<file path="src/rtl/display_scheduler_if.sv">
`timescale 1ns/1ps
// Scheduler-side bundle: request/ack pairs from emulator and config logic,
// plus the value/mode lines that feed the FND driver.
// Combinational wiring only; flow control is REQ held high until ACK.
interface display_scheduler_if;
  logic        nWAIT;
  logic [11:0] CURRPAGE;
  logic        ERR_REQ;
  logic [7:0]  ERR_CODE;
  logic        ERR_CLR;
  logic        ERR_ACK;
  logic        MSG_REQ;
  logic [11:0] MSG_VALUE;
  logic        MSG_ACK;
  logic [11:0] DISP_VALUE;
  logic [1:0]  DISP_SEL;
  logic        DISP_BLANK;
  logic        BUSY;

  modport master (
    output nWAIT, CURRPAGE, ERR_REQ, ERR_CODE, ERR_CLR, MSG_REQ, MSG_VALUE,
    input  ERR_ACK, MSG_ACK, DISP_VALUE, DISP_SEL, DISP_BLANK, BUSY
  );

  modport slave (
    input  nWAIT, CURRPAGE, ERR_REQ, ERR_CODE, ERR_CLR, MSG_REQ, MSG_VALUE,
    output ERR_ACK, MSG_ACK, DISP_VALUE, DISP_SEL, DISP_BLANK, BUSY
  );
endinterface

</file>
<file path="src/rtl/display_scheduler.sv">
`timescale 1ns/1ps
// Arbitrates error > message > wait animation > page onto the 3-digit FND.
// Latency: 1 cycle from any input to the registered outputs and ACK pulses.
// Backpressure: REQ stays high until ACK; busy holds defer messages, never errors.
module display_scheduler #(
  parameter logic [23:0] HOLD_CYCLES = 24'd4_800_000,
  parameter int          BLINK_BIT   = 23
) (
  input  logic              MCLK,
  input  logic              RST,
  display_scheduler_if.slave bus
);

  typedef enum logic [1:0] {BG, MSG_HOLD, ERR_HOLD} state_t;

  // A zero hold is stretched to one cycle so each message is visible at least once.
  localparam logic [23:0] HOLD_LOAD = (HOLD_CYCLES == 24'd0) ? 24'd0 : HOLD_CYCLES - 24'd1;

  state_t             state;
  logic [23:0]        timer;
  logic [BLINK_BIT:0] blink_cnt;
  logic               clr_pend;
  logic               err_armed;
  logic               msg_armed;
  logic [7:0]         err_code;
  logic [11:0]        msg_val;

  logic               err_acc;
  logic               msg_acc;
  logic               timer_zero;
  logic [23:0]        timer_dec;
  logic [BLINK_BIT:0] blink_nxt;
  logic [11:0]        bg_value;
  logic [1:0]         bg_sel;
  logic               clr_now;

  always_comb begin
    err_acc    = bus.ERR_REQ & err_armed;
    msg_acc    = bus.MSG_REQ & msg_armed & (state == BG) & ~err_acc;
    timer_zero = (timer == 24'd0);
    timer_dec  = timer_zero ? 24'd0 : timer - 24'd1;
    blink_nxt  = blink_cnt + 1'b1;
    bg_value   = bus.nWAIT ? bus.CURRPAGE : 12'h000;
    bg_sel     = bus.nWAIT ? 2'b00 : 2'b01;
    clr_now    = clr_pend | bus.ERR_CLR;
  end

  always_ff @(posedge MCLK) begin
    if (RST) begin
      state          <= BG;
      timer          <= 24'd0;
      blink_cnt      <= '0;
      clr_pend       <= 1'b0;
      err_armed      <= 1'b1;
      msg_armed      <= 1'b1;
      err_code       <= 8'h00;
      msg_val        <= 12'h000;
      bus.ERR_ACK    <= 1'b0;
      bus.MSG_ACK    <= 1'b0;
      bus.DISP_VALUE <= 12'h000;
      bus.DISP_SEL   <= 2'b00;
      bus.DISP_BLANK <= 1'b0;
      bus.BUSY       <= 1'b0;
    end else begin
      blink_cnt   <= blink_nxt;
      bus.ERR_ACK <= err_acc;
      bus.MSG_ACK <= msg_acc;
      // A request re-arms only after it has been seen low once.
      err_armed   <= ~err_acc & (err_armed | ~bus.ERR_REQ);
      msg_armed   <= ~msg_acc & (msg_armed | ~bus.MSG_REQ);

      // Background view is the default; hold states override it below.
      bus.DISP_SEL   <= bg_sel;
      bus.DISP_VALUE <= bg_value;
      bus.DISP_BLANK <= 1'b0;
      bus.BUSY       <= 1'b0;

      if (err_acc) begin
        state          <= ERR_HOLD;
        err_code       <= bus.ERR_CODE;
        timer          <= HOLD_LOAD;
        clr_pend       <= 1'b0;
        bus.DISP_SEL   <= 2'b11;
        bus.DISP_VALUE <= {4'hE, bus.ERR_CODE};
        bus.DISP_BLANK <= blink_nxt[BLINK_BIT];
        bus.BUSY       <= 1'b1;
      end else if (msg_acc) begin
        state          <= MSG_HOLD;
        msg_val        <= bus.MSG_VALUE;
        timer          <= HOLD_LOAD;
        bus.DISP_SEL   <= 2'b10;
        bus.DISP_VALUE <= bus.MSG_VALUE;
        bus.BUSY       <= 1'b1;
      end else begin
        case (state)
          MSG_HOLD: begin
            if (timer_zero) begin
              state <= BG;
            end else begin
              timer          <= timer_dec;
              bus.DISP_SEL   <= 2'b10;
              bus.DISP_VALUE <= msg_val;
              bus.BUSY       <= 1'b1;
            end
          end
          ERR_HOLD: begin
            clr_pend <= clr_now;
            // An early clear is remembered but only acts once the hold has expired.
            if (timer_zero && clr_now) begin
              state <= BG;
            end else begin
              timer          <= timer_dec;
              bus.DISP_SEL   <= 2'b11;
              bus.DISP_VALUE <= {4'hE, err_code};
              bus.DISP_BLANK <= blink_nxt[BLINK_BIT];
              bus.BUSY       <= 1'b1;
            end
          end
          default: ;
        endcase
      end
    end
  end

endmodule

</file>
<file path="src/flat_wrapper.sv">
// flat-port wrapper written by rule: the top's interface ports become plain ports
module display_scheduler_flat 
#(
  parameter logic [23:0] HOLD_CYCLES = 24'd4_800_000,
  parameter int          BLINK_BIT   = 23
)
  (MCLK, RST, bus_nWAIT, bus_CURRPAGE, bus_ERR_REQ, bus_ERR_CODE, bus_ERR_CLR, bus_MSG_REQ, bus_MSG_VALUE, bus_ERR_ACK, bus_MSG_ACK, bus_DISP_VALUE, bus_DISP_SEL, bus_DISP_BLANK, bus_BUSY);
  display_scheduler_if bus_i ();
  input  logic MCLK;
  input  logic RST;
  input wire logic [$bits(bus_i.nWAIT)-1:0] bus_nWAIT;
  input wire logic [$bits(bus_i.CURRPAGE)-1:0] bus_CURRPAGE;
  input wire logic [$bits(bus_i.ERR_REQ)-1:0] bus_ERR_REQ;
  input wire logic [$bits(bus_i.ERR_CODE)-1:0] bus_ERR_CODE;
  input wire logic [$bits(bus_i.ERR_CLR)-1:0] bus_ERR_CLR;
  input wire logic [$bits(bus_i.MSG_REQ)-1:0] bus_MSG_REQ;
  input wire logic [$bits(bus_i.MSG_VALUE)-1:0] bus_MSG_VALUE;
  output wire logic [$bits(bus_i.ERR_ACK)-1:0] bus_ERR_ACK;
  output wire logic [$bits(bus_i.MSG_ACK)-1:0] bus_MSG_ACK;
  output wire logic [$bits(bus_i.DISP_VALUE)-1:0] bus_DISP_VALUE;
  output wire logic [$bits(bus_i.DISP_SEL)-1:0] bus_DISP_SEL;
  output wire logic [$bits(bus_i.DISP_BLANK)-1:0] bus_DISP_BLANK;
  output wire logic [$bits(bus_i.BUSY)-1:0] bus_BUSY;
  assign bus_i.nWAIT = bus_nWAIT;
  assign bus_i.CURRPAGE = bus_CURRPAGE;
  assign bus_i.ERR_REQ = bus_ERR_REQ;
  assign bus_i.ERR_CODE = bus_ERR_CODE;
  assign bus_i.ERR_CLR = bus_ERR_CLR;
  assign bus_i.MSG_REQ = bus_MSG_REQ;
  assign bus_i.MSG_VALUE = bus_MSG_VALUE;
  assign bus_ERR_ACK = bus_i.ERR_ACK;
  assign bus_MSG_ACK = bus_i.MSG_ACK;
  assign bus_DISP_VALUE = bus_i.DISP_VALUE;
  assign bus_DISP_SEL = bus_i.DISP_SEL;
  assign bus_DISP_BLANK = bus_i.DISP_BLANK;
  assign bus_BUSY = bus_i.BUSY;
  display_scheduler #(.HOLD_CYCLES(HOLD_CYCLES), .BLINK_BIT(BLINK_BIT)) u_core (.MCLK(MCLK), .RST(RST), .bus(bus_i));
endmodule
</file>
<file path="config.mk">
export PLATFORM = sky130hd
export DESIGN_NAME = display_scheduler_flat
export DESIGN_NICKNAME = d
export VERILOG_FILES = /design/src/rtl/display_scheduler_if.sv /design/src/rtl/display_scheduler.sv /design/src/flat_wrapper.sv
export SDC_FILE = /design/constraint.sdc
export NUM_CORES = 1
export LEC_CHECK = 0
export CORE_MARGIN = 5
export CORE_UTILIZATION = 55
export CTS_CLUSTER_DIAMETER = 30
export DETAILED_ROUTE_END_ITERATION = 7
export PLACE_DENSITY = 0.76
export SKIP_CTS_REPAIR_TIMING = 1
export SLEW_MARGIN = 10
export SYNTH_ARGS = -nofsm -noshare
export SYNTH_HDL_FRONTEND = slang
export SYNTH_SLANG_ARGS = --single-unit
</file>
<file path="constraint.sdc">
create_clock -name MCLK -period 2.5 [get_ports MCLK]
set_input_delay 0.5 -clock MCLK [delete_from_list [all_inputs] [get_ports MCLK]]
set_output_delay 0.5 -clock MCLK [all_outputs]
set_load 0.01 [all_outputs]
</file>
Word level (Yosys, flattened, before mapping)
Index checks and enable logic that the tools add are counted.
{"block": "totals", "regBits": 91, "latch_bits": 0, "ramBits": 0, "romBits": 0, "out_inout_bits": 18, "word_cells": 88, "memories": 0}
{"block": "op_classes", "n_addsub": 2, "multipliers": 0, "div_mod_pow": 0, "order_cmp": 0, "n_eq_ne": 10, "shift": 0, "muxes": 32, "bitwise_logic": 13, "n_reduce_logical": 14}
{"operator": "2-to-1 mux 24 bit", "count": 3}
{"operator": "2-to-1 mux 12 bit", "count": 5}
{"operator": "case mux 24 bit (2 select lines)", "count": 1}
{"operator": "2-to-1 mux 23 bit", "count": 2}
{"operator": "adder 24 x 1 -> 24 bit, second input constant", "count": 1}
{"operator": "logical NOT 24 bit", "count": 1}
{"operator": "case mux 12 bit (2 select lines)", "count": 1}
{"operator": "subtractor 24 x 1 -> 24 bit, second input constant", "count": 1}
{"operator": "2-to-1 mux 2 bit", "count": 8}
{"operator": "AND reduction 3 bit", "count": 4}
{"operator": "2-to-1 mux 1 bit", "count": 9}
{"operator": "inequality test 4 x 1 -> 1 bit, second input constant", "count": 2}
{"operator": "inequality test 4 x 2 -> 1 bit, second input constant", "count": 2}
{"operator": "case mux 2 bit (2 select lines)", "count": 2}
{"operator": "bitwise AND 1 bit", "count": 6}
{"operator": "inequality test 3 x 1 -> 1 bit, second input constant", "count": 2}
{"operator": "inequality test 2 bit, second input constant", "count": 2}
{"operator": "inverter 1 bit", "count": 4}
{"operator": "AND reduction 2 bit", "count": 2}
{"operator": "nonzero test 4 bit", "count": 1}
{"operator": "OR 1 bit", "count": 3}
{"operator": "nonzero test 3 bit", "count": 1}
{"operator": "OR reduction 3 bit", "count": 1}
{"operator": "== test 2 x 1 -> 1 bit, second input constant", "count": 1}
{"operator": "other kinds (6)", "count": 6}

Longest topological paths before layout
Gate-level depths: netlist (run 1).
{"block": "logic_depth", "depth_word": 6, "ltp_mapped": 10}

Worst setup path after synthesis (run 1)
Ideal clock, no wire load.
{"block": "synth_path", "kind": "register to register", "start": "reg u_core.timer[0]", "end": "reg u_core.state[1]", "setup_time_ps": 115, "arrival_time_ps": 2039, "setup_slack_ps": 346, "path_stages_with_launch": 8, "synth_period_minus_slack_ps": 2154, "cell_sequence": "dfxtp_1 -> inv_1 -> ha_1 -> nor4b_1 -> nand4_2 -> o31a_4 -> or3_1 -> a31o_1"}
{"block": "synth_via", "elab_chain_cells": 4, "word_cells_on_any_way": 5}
{"item": "start: declaration", "line_no": "display_scheduler.sv:20", "text": "logic [23:0] timer;"}
{"item": "start signal: assignment", "line_no": "display_scheduler.sv:100", "text": "timer <= timer_dec;"}
{"item": "start signal: assignment", "line_no": "display_scheduler.sv:112", "text": "timer <= timer_dec;"}
{"item": "logical NOT 24 bit *", "line_no": "display_scheduler.sv:40", "text": "timer_zero = (timer == 24'd0);"}
{"item": "logical AND 1 bit", "line_no": "display_scheduler.sv:109", "text": "if (timer_zero && clr_now) begin"}
{"item": "inequality test 4 x 1 -> 1 bit (no source line)"}
{"item": "AND reduction 3 bit (no source line) *"}
{"item": "end signal: assignment", "line_no": "display_scheduler.sv:50", "text": "state <= BG;"}
{"item": "end signal: assignment", "line_no": "display_scheduler.sv:98", "text": "state <= BG;"}
{"item": "end signal: assignment", "line_no": "display_scheduler.sv:110", "text": "state <= BG;"}
{"item": "end: declaration", "line_no": "display_scheduler.sv:19", "text": "state_t state;"}
Every way passes the cells marked *; elsewhere a longest branch is shown, timed or not.
A chain may end at the register's enable or synchronous reset.

Final worst setup path (run 1)
Same ends and word-level chain as after synthesis.

==> results of run 1 <==
## cells in the mapped netlist (3+ instances only)
| library cell | number |
|---|---|
| and3_1 | 3 |
| o21ai_0 | 11 |
| a22oi_1 | 10 |
| or4_1 | 10 |
| o211ai_1 | 7 |
| nand3_1 | 18 |
| a21boi_0 | 3 |
| a211oi_1 | 7 |
| xnor2_1 | 16 |
| o21ai_1 | 3 |
| ha_1 | 6 |
| a21oi_1 | 34 |
| buf_6 | 4 |
| nor4_1 | 6 |
| a31oi_1 | 10 |
| nor3_1 | 14 |
| and4_1 | 3 |
| a32oi_1 | 3 |
| nor2_1 | 50 |
| dfxtp_1 | 90 |
| o21a_1 | 5 |
| or2_2 | 4 |
| clkbuf_1 | 21 |
| or3_1 | 8 |
| a311oi_1 | 5 |
| inv_1 | 10 |
| nand4_1 | 13 |
| xor2_1 | 3 |
| nor4_4 | 4 |
| o31ai_1 | 9 |
| nand2b_1 | 5 |
| a22o_1 | 11 |
| nand2_1 | 46 |
## power by group through the flow
stage	Combinational, mW	Clock, mW	Sequential, mW
after floorplan	0.369	0	1.62
after global placement	0.627	0	1.62
after detailed placement	0.637	0	1.62
final	0.642	1.01	1.59
after global routing	0.705	1.10	1.60
after CTS	0.639	1.03	1.59
## kinds of logic (layout without fill, tap and decap cells)
kind of cell,Yosys count,in the layout
AOI/OAI and AO/OA,133,133
xor gates and xnor gates,19,19
muxes,1,1
DFF,90,90
and+or+nand+nor,200,200
buffers and inverters,38,107
adders and majority gates,6,6
## flip-flops by register name, summed over array words and instances (netlist names), 2 cells and up
name / flops
u_core.timer: 24
u_core.bus.DISP_VALUE: 12
u_core.err_code: 8
u_core.msg_val: 12
u_core.blink_cnt: 24
u_core.state: 2
## path summary, 6_finish.rpt
path / startpoint / end / slack [ns] / cells after the start
min reg2reg: u_core.blink_cnt[0] / u_core.blink_cnt[0] / 0.45 / 1
max: u_core.timer[0] / u_core.state[1] / 0.20 / 7
max reg2reg: u_core.timer[0] / u_core.state[1] / 0.20 / 7
min: u_core.blink_cnt[0] / u_core.blink_cnt[0] / 0.45 / 1
## metrics by stage
stage | setup slack [ns] | TNS [ns] | instances | cell area, µm²
finish | 0.1998 | 0 | 658 | 5213
global route | -0.0004292 | -0.0004292 | 658 | 5213
global placement | 0.1267 | 0 | 642 | 5006
CTS | 0.04203 | 0 | 658 | 5206
detailed placement | 0.06328 | 0 | 642 | 5006
floorplan | 0.3459 | 0 | 487 | 4252
## final cells by class
type	count	area, µm²	share of cell area
Timing Repair Buffer	81	753.2	0.1445
Sequential cell	90	1802	0.3457
Clock inverter	7	76.32	0.01464
Clock buffer	9	123.9	0.02376
Tap cell	102	127.6	0.02448
Inverter	10	37.54	0.007201
Multi-Input combinational cell	359	2292	0.4398
## layer usage
| metal | part of all wire | wire length [µm] | vias to the layer above |
|---|---|---|---|
| met5 | 0 | 0 | - |
| met2 | 0.47 | 5084 | 150 |
| met4 | 0.016 | 169 | 0 |
| met1 | 0.44 | 4724 | 1878 |
| li1 | - | - | 1936 |
| met3 | 0.073 | 783 | 17 |
==> results.yml, run 1 <==
status:
  outcome: "finished clean"
yosys:
  synthCells: 487
  syn-num-nets: 531
  syn-cell-area_um2: 4252
  yosys.area.top_type: "dfxtp_1"
  synthArstFlopShare: 0
  synth_cell_types: 62
  synth-xor-area-share: 0.03914
  synth-compound-area-share: 0.2160
  synth_top_family_by_area: "simple AND/OR/NAND/NOR gates"
  synth-adder-area-share: 0.01766
  synth_area_leaders: "dfxtp_1 42%, nor2_1 4.4%, nand2_1 4.1%"
  yosys.area.top_type_share: 0.4238
  synth_simple_gate_area_frac: 0.2590
  syn_avg_cell_area_um2: 8.730
  synth-seq-cells: 90
  ys.flop_type: "dfxtp_1"
  synthMuxAreaShare: 0.002649
  ys_warn_count: 0
  synth_edf_count: 0
  seq_area_frac_synth: 0.4238
pwr:
  seq_power_share: 0.490
  peakVddDrop_mv: 0.3733
  pwr-share-clk: 0.312
  leakage_nw: 1.810
  switchingPower_mw: 0.9604
  switching_share: 0.2955
  power_density_nw_per_um2: 623.5
  total_power_mw: 3.250
  internal_power_mw: 2.289
  p_comb_frac: 0.197
die:
  coreArea_um2: 7647
  die_area_um2: 9588
  die_h_um: 97.92
  row_count: 32
  ios: 56
  start_util: 0.5560
  die_x_um: 97.92
critical_path:
  cp_num_buf_inv: 1
  cp_max_fo: 8
  worst-setup-path-type: "flip-flop to flip-flop"
  cp_slowest_cell: "o31a_4"
  critPathRequiredTime_ns: 2.75
  max_stage_delay_ns: 0.40
  cp-start-kind: "flip-flop"
  critPathCaptureType: "flip-flop"
  crit_family: "simple AND/OR/NAND/NOR gates"
  crit_chain: "inv_1, ha_1, nor4b_2, nand4_2, o31a_4, or3_1, a31o_1"
  arrival_ns: 2.55
timing:
  fin_crit_sh: 0.9201
  whs_ns: 0.4509
  hold_viol: 0
  setup_violations: 0
  fmax_mhz: 434.7
  fin_skew_ns: 0.005110
  finalMaxSlewViolations: 0
  timing.slew.headroom: 0.4531
  finalCriticalPeriod_ns: 2.300
  tightest_slew_ns: 0.8174
grt:
  grt_max_degree: 41
  grt-ovfl-total: 0
  gr-usage-met3: 0.05714
  grt_antenna_before_repair: 0
  grt_usage: 0.2299
  top_usage_layer: "met2"
  met1_usage: 0.3045
  use_met2: 0.3686
  grt_pass1_vias: 3904
  grt_pass1_wl_um: 18490
clock_network:
  cts.sinks: 90
  clockBufferDepth: 2
  cts_tree: "done"
  cts-root-buf: "clkbuf_8"
  cts_max_level: 3
  clk_latency_ns: 0.35
  cts_inserted_buffers: 9
  cts.clk_slew.worst_paths_ns: 0.09
worst_hold_path:
  hp-class: "flip-flop to flip-flop"
layout:
  final_nets: 595
  layout_common_cells: "90 x dfxtp_1, 54 x clkdlybuf4s50_1, 50 x nor2_1"
  fin_util: 0.6816
  fillCellCount: 621
  final_common_cell: "dfxtp_1"
  diodes: 0
  area_growth_pct: 22.60
  layout-drive-gt1-share: 0.1187
placement:
  dp_hpwl_um: 7833
  io_buffers: 55
  globalplace.congestion: 0.8889
route:
  wl_per_cell_um: 16.36
  dr.pass1.iters: 5
  antenna_left: 0
  drc: 0
  vias_per_cell: 6.050
  vias: 3981
  drtIter0Drc: 327
  routed_wl_um: 10760
run:
  drv_cap: 0
Power figures use the tool's default switching activity.
==> run 2, diff against run 1 <==
ABC_CLOCK_PERIOD_IN_PS = 2500   (was unset)
CELL_PAD_IN_SITES_DETAIL_PLACEMENT = 1   (was unset)
CELL_PAD_IN_SITES_GLOBAL_PLACEMENT = 2   (was unset)
CORE_UTILIZATION = 33   (was 55)
PLACE_DENSITY = 0.75   (was 0.76)
==> run 2 against run 1 <==
Against the previous run:
- clock power is 27% higher
- register-to-register slack worse by 0.10 ns
- worst hold slack worse by 0.0032 ns
- critical endpoint is now u_core.bus.DISP_VALUE[3]
- largest cell class unchanged
==> results.yml, run 2 (synthesis gave the netlist of run 1 again) <==
layout:
  diodes: 0
  layout-drive-gt1-share: 0.1310
  final_nets: 604
  register_area_um2: 1802
  largest_registers: "u_core.blink_cnt: 24 flops, u_core.timer: 24 flops"
  fillCellCount: 1504
  fin_area_um2: 5450
  area_growth_pct: 28.19
  final_common_cell: "dfxtp_1"
  multi_input_area_um2: 2301
  layout_common_cells: "90 x dfxtp_1, 54 x clkdlybuf4s50_1, 50 x nor2_1"
timing:
  finalCriticalPeriod_ns: 2.403
  hold_viol: 0
  timing.slew.headroom: 0.4543
  grt_setup_unrepaired: "no"
  setup_violations: 0
  fin_crit_sh: 0.9614
  whs_ns: 0.4477
  tightest_slew_ns: 0.8155
  fin_skew_ns: 0.007830
  finalMaxSlewViolations: 0
  setup_tns_ns: 0
  fmax_mhz: 416.1
die:
  die_h_um: 123.5
  ios: 56
  row_count: 41
  die_x_um: 123.5
  coreArea_um2: 12620
  start_util: 0.3369
  die_area_um2: 15250
run:
  drv_cap: 0
pwr:
  switching_share: 0.2879
  p_comb_frac: 0.194
  power_density_nw_per_um2: 654.1
  switchingPower_mw: 1.026
  leakage_nw: 1.879
  peakVddDrop_mv: 0.2627
  internal_power_mw: 2.539
  seq_power_share: 0.447
  pwr-share-clk: 0.359
critical_path:
  arrival_ns: 2.66
  ff2ff_setup_slack_ns: 0.1
  worst-setup-path-type: "flip-flop to flip-flop"
  critPathRequiredTime_ns: 2.75
  critPathCaptureType: "flip-flop"
  cp_max_fo: 5
  cp-start-kind: "flip-flop"
clock_network:
  clockBufferDepth: 2
  cts.clk_slew.worst_paths_ns: 0.06
  cts.sinks: 90
  cts_inserted_buffers: 9
  cts_tree: "done"
  cts_max_level: 3
  cts-root-buf: "clkbuf_16"
  clk_latency_ns: 0.34
placement:
  placed_area_um2: 5146
  globalplace.congestion: 0.7942
  dp_hpwl_um: 9830
  io_buffers: 55
status:
  outcome: "finished clean"
worst_hold_path:
  hp-class: "flip-flop to flip-flop"
route:
  dr.pass1.iters: 4
  vias: 3994
  drc: 0
  routed_wl_um: 13400
  wl_per_cell_um: 18.18
  drtIter0Drc: 196
  vias_per_cell: 5.419
  antenna_left: 0
grt:
  grt_antenna_before_repair: 0
  grt_usage: 0.1858
  grt_pass1_vias: 4267
  grt-ovfl-total: 0
  grt_pass1_wl_um: 22180
  grt_max_degree: 45
-- run 2: changes by cell type in the layout (fill, tap and decap cells not counted), sizes merged --
cell	before	now
bufinv	1	0
clkinvlp	1	2
buf	27	36
inv	13	11
clkinv	2	0
clkbuf	9	13
-- run 2: critical path: stages (launching register included) --
cell      delay, ns
dfxtp_1        0.38
inv_1          0.09
ha_1           0.25
and3_1         0.25
nor3_1         0.58
buf_4          0.25
o211ai_1       0.12
buf_4          0.19
o211ai_1       0.21
-- run 2: through the flow --
stage / cells / utilization / power, mW / setup WS (ns)
3_5_place_dp: 719 / 0.4078 / 2.308 / -0.07549
3_3_place_gp: 719 / 0.4078 / 2.290 / -0.06282
6_report: 737 / 0.4319 / 3.565 / 0.09661
4_1_cts: 735 / 0.4295 / 3.598 / -0.05914
2_1_floorplan: 487 / - / 1.986 / 0.3459
5_1_grt: 737 / 0.4319 / 3.744 / 0.01991
-- run 2: power by group through the flow --
stage / Sequential, mW / Combinational (mW) / Clock (mW)
after floorplan: 1.62 / 0.369 / 0
after global placement: 1.62 / 0.670 / 0
after detailed placement: 1.62 / 0.685 / 0
after CTS: 1.59 / 0.689 / 1.32
after global routing: 1.60 / 0.755 / 1.38
final: 1.59 / 0.691 / 1.28
-- run 2: final timing paths --
check	start	to	cells after the start
hold / removal	u_core.blink_cnt[0]	u_core.blink_cnt[0]	1
setup / recovery	u_core.state[0]	u_core.bus.DISP_VALUE[3]	8
setup reg to reg	u_core.state[0]	u_core.bus.DISP_VALUE[3]	8
hold reg to reg	u_core.blink_cnt[0]	u_core.blink_cnt[0]	1
-- run 2: cell type report --
| cell class | count | area share |
|---|---|---|
| multi-input combinational | 359 | 0.4222 |
| timing repair buffer | 90 | 0.1506 |
| sequential | 90 | 0.3306 |
| clock inverter | 3 | 0.004362 |
| inverter | 10 | 0.006887 |
| tap | 172 | 0.03949 |
| clock buffer | 13 | 0.04591 |
-- run 2: per-layer routing --
metal	global-route usage	share of wire	vias to the layer above
li1	-	-	1960
met1	0.2367	0.47	1965
met2	0.3143	0.49	53
met3	0.03522	0.026	16
met4	0.06367	0.016	0
met5	0	0	-
